[src/rtl/alu_issue_queue_if.sv]
// Request and result channels of the ALU issue queue.
// The queue sits on the slave side; the producer/consumer sits on master.
interface alu_issue_queue_if;
  logic       in_valid;
  logic       in_ready;
  logic [1:0] in_op;
  logic [3:0] in_a;
  logic [3:0] in_b;
  logic       out_valid;
  logic       out_ready;
  logic [7:0] out_res;
  logic [1:0] out_op;
  logic       out_zero;
  logic       out_ov;
  logic       out_cout;

  modport master (
    output in_valid, in_op, in_a, in_b, out_ready,
    input  in_ready, out_valid, out_res, out_op, out_zero, out_ov, out_cout
  );

  modport slave (
    input  in_valid, in_op, in_a, in_b, out_ready,
    output in_ready, out_valid, out_res, out_op, out_zero, out_ov, out_cout
  );
endinterface

[src/rtl/alu_issue_queue.sv]
// Issue stage for the 4-bit ALU: request FIFO -> operand registers -> ALU
// (combinational, external) -> result register with valid/ready output.
module alu_issue_queue #(
  parameter int DEPTH = 4
) (
  input  logic                   clk,
  input  logic                   rst_n,
  alu_issue_queue_if.slave       bus,
  output logic                   Ctrl1,
  output logic                   Ctrl0,
  output logic [3:0]             A,
  output logic [3:0]             B,
  input  logic [3:0]             ResH,
  input  logic [3:0]             ResL,
  input  logic                   Zero,
  input  logic                   Overflow,
  input  logic                   Cout,
  input  logic                   clr_sticky,
  output logic                   sticky_ov,
  output logic [$clog2(DEPTH):0] fifo_count,
  output logic [7:0]             ops_done
);
  localparam int AW = $clog2(DEPTH);
  localparam int CW = AW + 1;

  logic [1:0]    mem_op [DEPTH];
  logic [3:0]    mem_a  [DEPTH];
  logic [3:0]    mem_b  [DEPTH];
  logic [AW-1:0] wr_ptr;
  logic [AW-1:0] rd_ptr;
  logic          opv;
  logic          stall;
  logic          push;
  logic          pop;
  logic          capture;

  // in_ready depends only on the registered count, so a pop never frees a slot
  // for a push in the same cycle.
  assign stall        = bus.out_valid & ~bus.out_ready;
  assign bus.in_ready = (fifo_count < CW'(DEPTH));
  assign push         = bus.in_valid & bus.in_ready;
  assign pop          = ~stall & (fifo_count != '0);
  assign capture      = ~stall & opv;

  always_ff @(posedge clk) begin
    if (push) begin
      mem_op[wr_ptr] <= bus.in_op;
      mem_a[wr_ptr]  <= bus.in_a;
      mem_b[wr_ptr]  <= bus.in_b;
    end
  end

  always_ff @(posedge clk or negedge rst_n) begin
    if (!rst_n) begin
      wr_ptr     <= '0;
      rd_ptr     <= '0;
      fifo_count <= '0;
    end else begin
      if (push) wr_ptr <= wr_ptr + AW'(1);
      if (pop)  rd_ptr <= rd_ptr + AW'(1);
      fifo_count <= fifo_count + CW'(push) - CW'(pop);
    end
  end

  // Operand registers keep their last value when the stage goes empty.
  always_ff @(posedge clk or negedge rst_n) begin
    if (!rst_n) begin
      opv   <= 1'b0;
      Ctrl1 <= 1'b0;
      Ctrl0 <= 1'b0;
      A     <= '0;
      B     <= '0;
    end else if (!stall) begin
      opv <= pop;
      if (pop) begin
        {Ctrl1, Ctrl0} <= mem_op[rd_ptr];
        A              <= mem_a[rd_ptr];
        B              <= mem_b[rd_ptr];
      end
    end
  end

  always_ff @(posedge clk or negedge rst_n) begin
    if (!rst_n) begin
      bus.out_valid <= 1'b0;
      bus.out_res   <= '0;
      bus.out_op    <= '0;
      bus.out_zero  <= 1'b0;
      bus.out_ov    <= 1'b0;
      bus.out_cout  <= 1'b0;
    end else if (!stall) begin
      bus.out_valid <= opv;
      if (opv) begin
        bus.out_res  <= {ResH, ResL};
        bus.out_op   <= {Ctrl1, Ctrl0};
        bus.out_zero <= Zero;
        bus.out_ov   <= Overflow;
        bus.out_cout <= Cout;
      end
    end
  end

  // Set wins over clear so a coincident overflow is never lost.
  always_ff @(posedge clk or negedge rst_n) begin
    if (!rst_n) begin
      sticky_ov <= 1'b0;
      ops_done  <= '0;
    end else begin
      if (capture && Overflow) sticky_ov <= 1'b1;
      else if (clr_sticky)     sticky_ov <= 1'b0;
      if (bus.out_valid && bus.out_ready) ops_done <= ops_done + 8'd1;
    end
  end
endmodule

[src/flat_wrapper.sv]
// flat-port wrapper written by rule: the top's interface ports become plain ports
module alu_issue_queue_flat 
#(
  parameter int DEPTH = 4
)
  (clk, rst_n, Ctrl1, Ctrl0, A, B, ResH, ResL, Zero, Overflow, Cout, clr_sticky, sticky_ov, fifo_count, ops_done, bus_in_valid, bus_in_op, bus_in_a, bus_in_b, bus_out_ready, bus_in_ready, bus_out_valid, bus_out_res, bus_out_op, bus_out_zero, bus_out_ov, bus_out_cout);
  alu_issue_queue_if bus_i ();
  input  logic clk;
  input  logic rst_n;
  output logic Ctrl1;
  output logic Ctrl0;
  output logic [3:0] A;
  output logic [3:0] B;
  input  logic [3:0] ResH;
  input  logic [3:0] ResL;
  input  logic Zero;
  input  logic Overflow;
  input  logic Cout;
  input  logic clr_sticky;
  output logic sticky_ov;
  output logic [$clog2(DEPTH):0] fifo_count;
  output logic [7:0] ops_done;
  input wire logic [$bits(bus_i.in_valid)-1:0] bus_in_valid;
  input wire logic [$bits(bus_i.in_op)-1:0] bus_in_op;
  input wire logic [$bits(bus_i.in_a)-1:0] bus_in_a;
  input wire logic [$bits(bus_i.in_b)-1:0] bus_in_b;
  input wire logic [$bits(bus_i.out_ready)-1:0] bus_out_ready;
  output wire logic [$bits(bus_i.in_ready)-1:0] bus_in_ready;
  output wire logic [$bits(bus_i.out_valid)-1:0] bus_out_valid;
  output wire logic [$bits(bus_i.out_res)-1:0] bus_out_res;
  output wire logic [$bits(bus_i.out_op)-1:0] bus_out_op;
  output wire logic [$bits(bus_i.out_zero)-1:0] bus_out_zero;
  output wire logic [$bits(bus_i.out_ov)-1:0] bus_out_ov;
  output wire logic [$bits(bus_i.out_cout)-1:0] bus_out_cout;
  assign bus_i.in_valid = bus_in_valid;
  assign bus_i.in_op = bus_in_op;
  assign bus_i.in_a = bus_in_a;
  assign bus_i.in_b = bus_in_b;
  assign bus_i.out_ready = bus_out_ready;
  assign bus_in_ready = bus_i.in_ready;
  assign bus_out_valid = bus_i.out_valid;
  assign bus_out_res = bus_i.out_res;
  assign bus_out_op = bus_i.out_op;
  assign bus_out_zero = bus_i.out_zero;
  assign bus_out_ov = bus_i.out_ov;
  assign bus_out_cout = bus_i.out_cout;
  alu_issue_queue #(.DEPTH(DEPTH)) u_core (.clk(clk), .rst_n(rst_n), .bus(bus_i), .Ctrl1(Ctrl1), .Ctrl0(Ctrl0), .A(A), .B(B), .ResH(ResH), .ResL(ResL), .Zero(Zero), .Overflow(Overflow), .Cout(Cout), .clr_sticky(clr_sticky), .sticky_ov(sticky_ov), .fifo_count(fifo_count), .ops_done(ops_done));
endmodule
[config.mk]
export PLATFORM = sky130hd
export DESIGN_NAME = alu_issue_queue_flat
export DESIGN_NICKNAME = d
export VERILOG_FILES = /design/src/rtl/alu_issue_queue_if.sv /design/src/rtl/alu_issue_queue.sv /design/src/flat_wrapper.sv
export SDC_FILE = /design/constraint.sdc
export NUM_CORES = 1
export LEC_CHECK = 0
export BUFFER_PORTS_ARGS = -buffer_cell sky130_fd_sc_hd__buf_4
export CORE_AREA = 8 8 85 106
export CTS_CLUSTER_DIAMETER = 100
export DETAILED_ROUTE_END_ITERATION = 6
export DIE_AREA = 0 0 93 114
export PLACE_DENSITY = 0.66
export SLEW_MARGIN = 20
export SYNTH_ARGS = -nofsm -noshare
export SYNTH_HDL_FRONTEND = slang
export SYNTH_SLANG_ARGS = --single-unit
[constraint.sdc]
create_clock -name clk -period 4.28 [get_ports clk]
set_input_delay 0.856 -clock clk [delete_from_list [all_inputs] [get_ports clk]]
set_output_delay 0.856 -clock clk [all_outputs]
set_load 0.02 [all_outputs]
==> results.sh <==
export IMPL_grt_overflow_total=0
export IMPL_max_cap_violations=0
export IMPL_crit_arrival_ns=2.72
export IMPL_cp_required_ns=4.56
export IMPL_num_io_pins=63
export IMPL_synthCells=175
export IMPL_power_switching_mw=1.01
export IMPL_swShare_pct=33.7
export IMPL_grt_pass1_wl_mm=9.28
export IMPL_internal_power_mw=1.98
export IMPL_layout_area_seq_um2=2230
export IMPL_start_kind="input pin"
export IMPL_drive_above_1_share_pct=44.8
export IMPL_clock_skew_ns=0.0110
export IMPL_fmax_mhz=410
export IMPL_synth_top_family_by_area="multiplexers"
export IMPL_rsz0062_at_grt="false"
export IMPL_finalCritPeriodShare_pct=57.0
export IMPL_die_area_um2=10600
export IMPL_cts_setup_buffers=0
export IMPL_cts_buffers_inserted=9
export IMPL_setup_viol=0
export IMPL_ctsResizeCount=0
export IMPL_post_route_drc_count=0
export IMPL_power_mw=2.99
export IMPL_post_route_util_pct=54.5
export IMPL_worst_hold_slack_ns=0.473
export IMPL_core_area_um2=7270
export IMPL_multi_input_area_um2=888
export IMPL_worstSetupEndpointType="register"
export IMPL_gr_usage_met1_pct=13.0
export IMPL_wl_mm=5.66
export IMPL_hold_viol=0
export IMPL_start_util_pct=43.9
export IMPL_yosys_area_share_simple_pct=3.37
export IMPL_clock_path_buffers=2
export IMPL_synthAdderAreaFrac_pct=3.37
export IMPL_grt_total_usage_pct=11.5
export IMPL_path_class="input pin to register"
export IMPL_io_buffer_count=62
export IMPL_period_needed_ns=2.44
export IMPL_antenna_left=0
export IMPL_die_y_um=114
export IMPL_combPwrFrac_pct=36.4
export IMPL_use_met3_pct=4.20
export IMPL_cts_root_buf="clkbuf_8"
export IMPL_antenna_cells=0
export IMPL_clock_sinks=81
export IMPL_postSynthNetCount=209
export IMPL_peakVddDrop_uv=315
export IMPL_antenna_found_initial=0
export IMPL_syn_area_um2=3190
export IMPL_leakagePower_nw=1.66
export IMPL_ys_warnings_count=0
export IMPL_p_clk_share_pct=21.2
export IMPL_cellPowerDensity_nw_per_um2=754
export IMPL_relSlewSlack_pct=53.8
export IMPL_grt_pass1_vias=1810
export IMPL_synth_xor_area_share_pct=3.29
export IMPL_htree_num_levels=3
export IMPL_clkLatencyLatePin_ns=0.35
export IMPL_min_path_type="input pin to asynchronous set/reset pin"
export IMPL_row_count=35
export IMPL_via_per_inst=4.93
export IMPL_worst_pin_slew_ns=0.693
export IMPL_path_clk_slew_ns=0.09
export IMPL_ys_seq_elements=81
export IMPL_finalNetCount=277
export IMPL_final_max_slew_viol_count=0
export IMPL_met2_usage_pct=18.3
export IMPL_nFillCells=618
export IMPL_power_frac_seq_pct=42.3
export IMPL_tns_ns=0
export IMPL_die_w_um=93
export IMPL_wl_per_cell_um=16.7
export IMPL_synth_compound_area_share_pct=1.45
export IMPL_drtIter0Drc=53
export IMPL_place_area_um2=3730
export IMPL_gr_max_usage_layer="met2"
export IMPL_status="finished clean"
export IMPL_ctsHoldBuffers=0
export IMPL_finalWeightedCongestion=0.685
export IMPL_grt_max_degree=42
export IMPL_ys_seq_area_share_pct=69.8
export IMPL_synth_area_per_cell_um2=18.2
export IMPL_cts_tree="yes"
export IMPL_yosysUniqueCellTypes=29
export IMPL_route_vias_total=1677
export IMPL_synthMuxAreaShare_pct=16.3
export IMPL_syn2layout_area_growth_pct=24.2
export IMPL_dp_hpwl_mm=3.92
export IMPL_final_area_um2=3960
export IMPL_crit_fanout=13
export IMPL_first_pass_iters=4
-- layer usage --
metal / vias up / wire length, um
li1: 775 / -
met1: 829 / 2390
met2: 61 / 2720
met3: 12 / 428
met4: 0 / 128
met5: - / 0
-- flip-flops by register name, indices dropped and copies added (netlist names), 2 cells and up --
signal and count:
u_core.A 4, u_core.B 4, u_core.bus.out_op 2, u_core.bus.out_res 8, u_core.fifo_count 3, u_core.mem_a 16, u_core.mem_b 16, u_core.mem_op 8
u_core.ops_done 8, u_core.rd_ptr 2, u_core.wr_ptr 2
-- synthesized netlist by cell type --
cell type / number / share of area, %
mux4_2: 8 / 5.6
o21ai_0: 2 / 0.31
or3b_1: 1 / 0.27
buf_6: 2 / 0.71
dfrtp_1: 41 / 32
nor2b_1: 1 / 0.20
o31a_2: 1 / 0.31
a21bo_2: 1 / 0.31
nor2_1: 2 / 0.24
fa_1: 1 / 0.63
nand2b_1: 1 / 0.20
mux2_2: 15 / 5.3
o311ai_0: 1 / 0.27
nand3_1: 2 / 0.31
mux4_1: 2 / 1.6
inv_1: 10 / 1.2
xor2_1: 2 / 0.55
clkbuf_1: 1 / 0.12
buf_4: 1 / 0.24
and2_1: 4 / 0.78
xnor2_1: 10 / 2.7
mux2_4: 8 / 3.8
ha_1: 7 / 2.7
and4_1: 1 / 0.27
o21bai_1: 1 / 0.24
nand4_1: 2 / 0.39
buf_2: 1 / 0.16
edfxtp_1: 40 / 38
nand2_1: 6 / 0.71
-- cells by family after synthesis --
family	count (synthesis)
AND/OR/NAND/NOR	20
XOR/XNOR	12
buffers and inverters	15
AO/OA/AOI/OAI	6
flip-flops	81
adder cells (fa/ha/maj)	8
multiplexers	33
-- critical path: stages --
cell	delay, ns
buf_4	0.12
nand2b_1	0.21
o31a_2	0.28
ha_1	0.33
inv_1	0.04
ha_1	0.19
fa_1	0.38
xnor2_1	0.18
xnor2_1	0.13
-- path summary, 6_finish.rpt --
kind | startpoint | end | slack, ns | cells past startpoint
min in group clk | u_core.ops_done[7] | u_core.ops_done[7] | 0.47 | 1
setup reg to reg | u_core.fifo_count[2] | u_core.fifo_count[2] | 2.00 | 7
setup / recovery | bus_out_ready | u_core.fifo_count[2] | 1.84 | 9
hold / removal | rst_n | u_core.ops_done[7] | 0.47 | 1
max in group asynchronous | rst_n | u_core.B[2] | 3.45 | 1
hold reg to reg | u_core.ops_done[7] | u_core.ops_done[7] | 0.47 | 1
-- power by group through the flow --
stage               clock, mW  combinational (mW)  sequential, mW
floorplan                   0               0.573            1.41
finish                  0.635                1.09            1.27
global route            0.681                1.18            1.31
detailed placement          0                1.11            1.29
global placement            0                1.10            1.28
CTS                     0.654                1.11            1.27
-- stage by stage --
step / setup slack, ns / std cells
global route: 1.73 / 340
CTS: 1.83 / 340
global placement: 1.48 / 324
detailed placement: 1.44 / 324
finish: 1.84 / 340
floorplan: 1.66 / 175
-- cell type report --
class	instances	share of cell area, %
well taps	92	2.90
inverters	10	0.947
clock buffers	9	3.13
flip-flops and latches	81	56.2
clock inverters	7	2.68
repair buffers	62	11.7
multi-input cells	79	22.4
-- layout by cell type, fill, tap and decap left out --
| master | count |
|---|---|
| bufinv_16 | 2 |
| dfrtp_1 | 41 |
| mux4_1 | 2 |
| xor2_1 | 2 |
| nand3_1 | 2 |
| inv_1 | 10 |
| nor2_1 | 2 |
| buf_4 | 62 |
| o21bai_1 | 1 |
| nand2b_1 | 1 |
| mux2_2 | 15 |
| inv_8 | 1 |
| nand2_1 | 6 |
| nand4_1 | 2 |
| clkbuf_8 | 9 |
| or3b_1 | 1 |
| and4_1 | 1 |
| inv_6 | 3 |
| o21ai_0 | 2 |
| clkinv_4 | 1 |
| xnor2_1 | 10 |
| mux4_2 | 8 |
| nor2b_1 | 1 |
| and2_1 | 4 |
| ha_1 | 7 |
| edfxtp_1 | 40 |
| o31a_2 | 1 |
| fa_1 | 1 |
| a21bo_2 | 1 |
| o311ai_0 | 1 |
| mux2_4 | 8 |
Note: power is estimated with default switching activity, not from simulation.
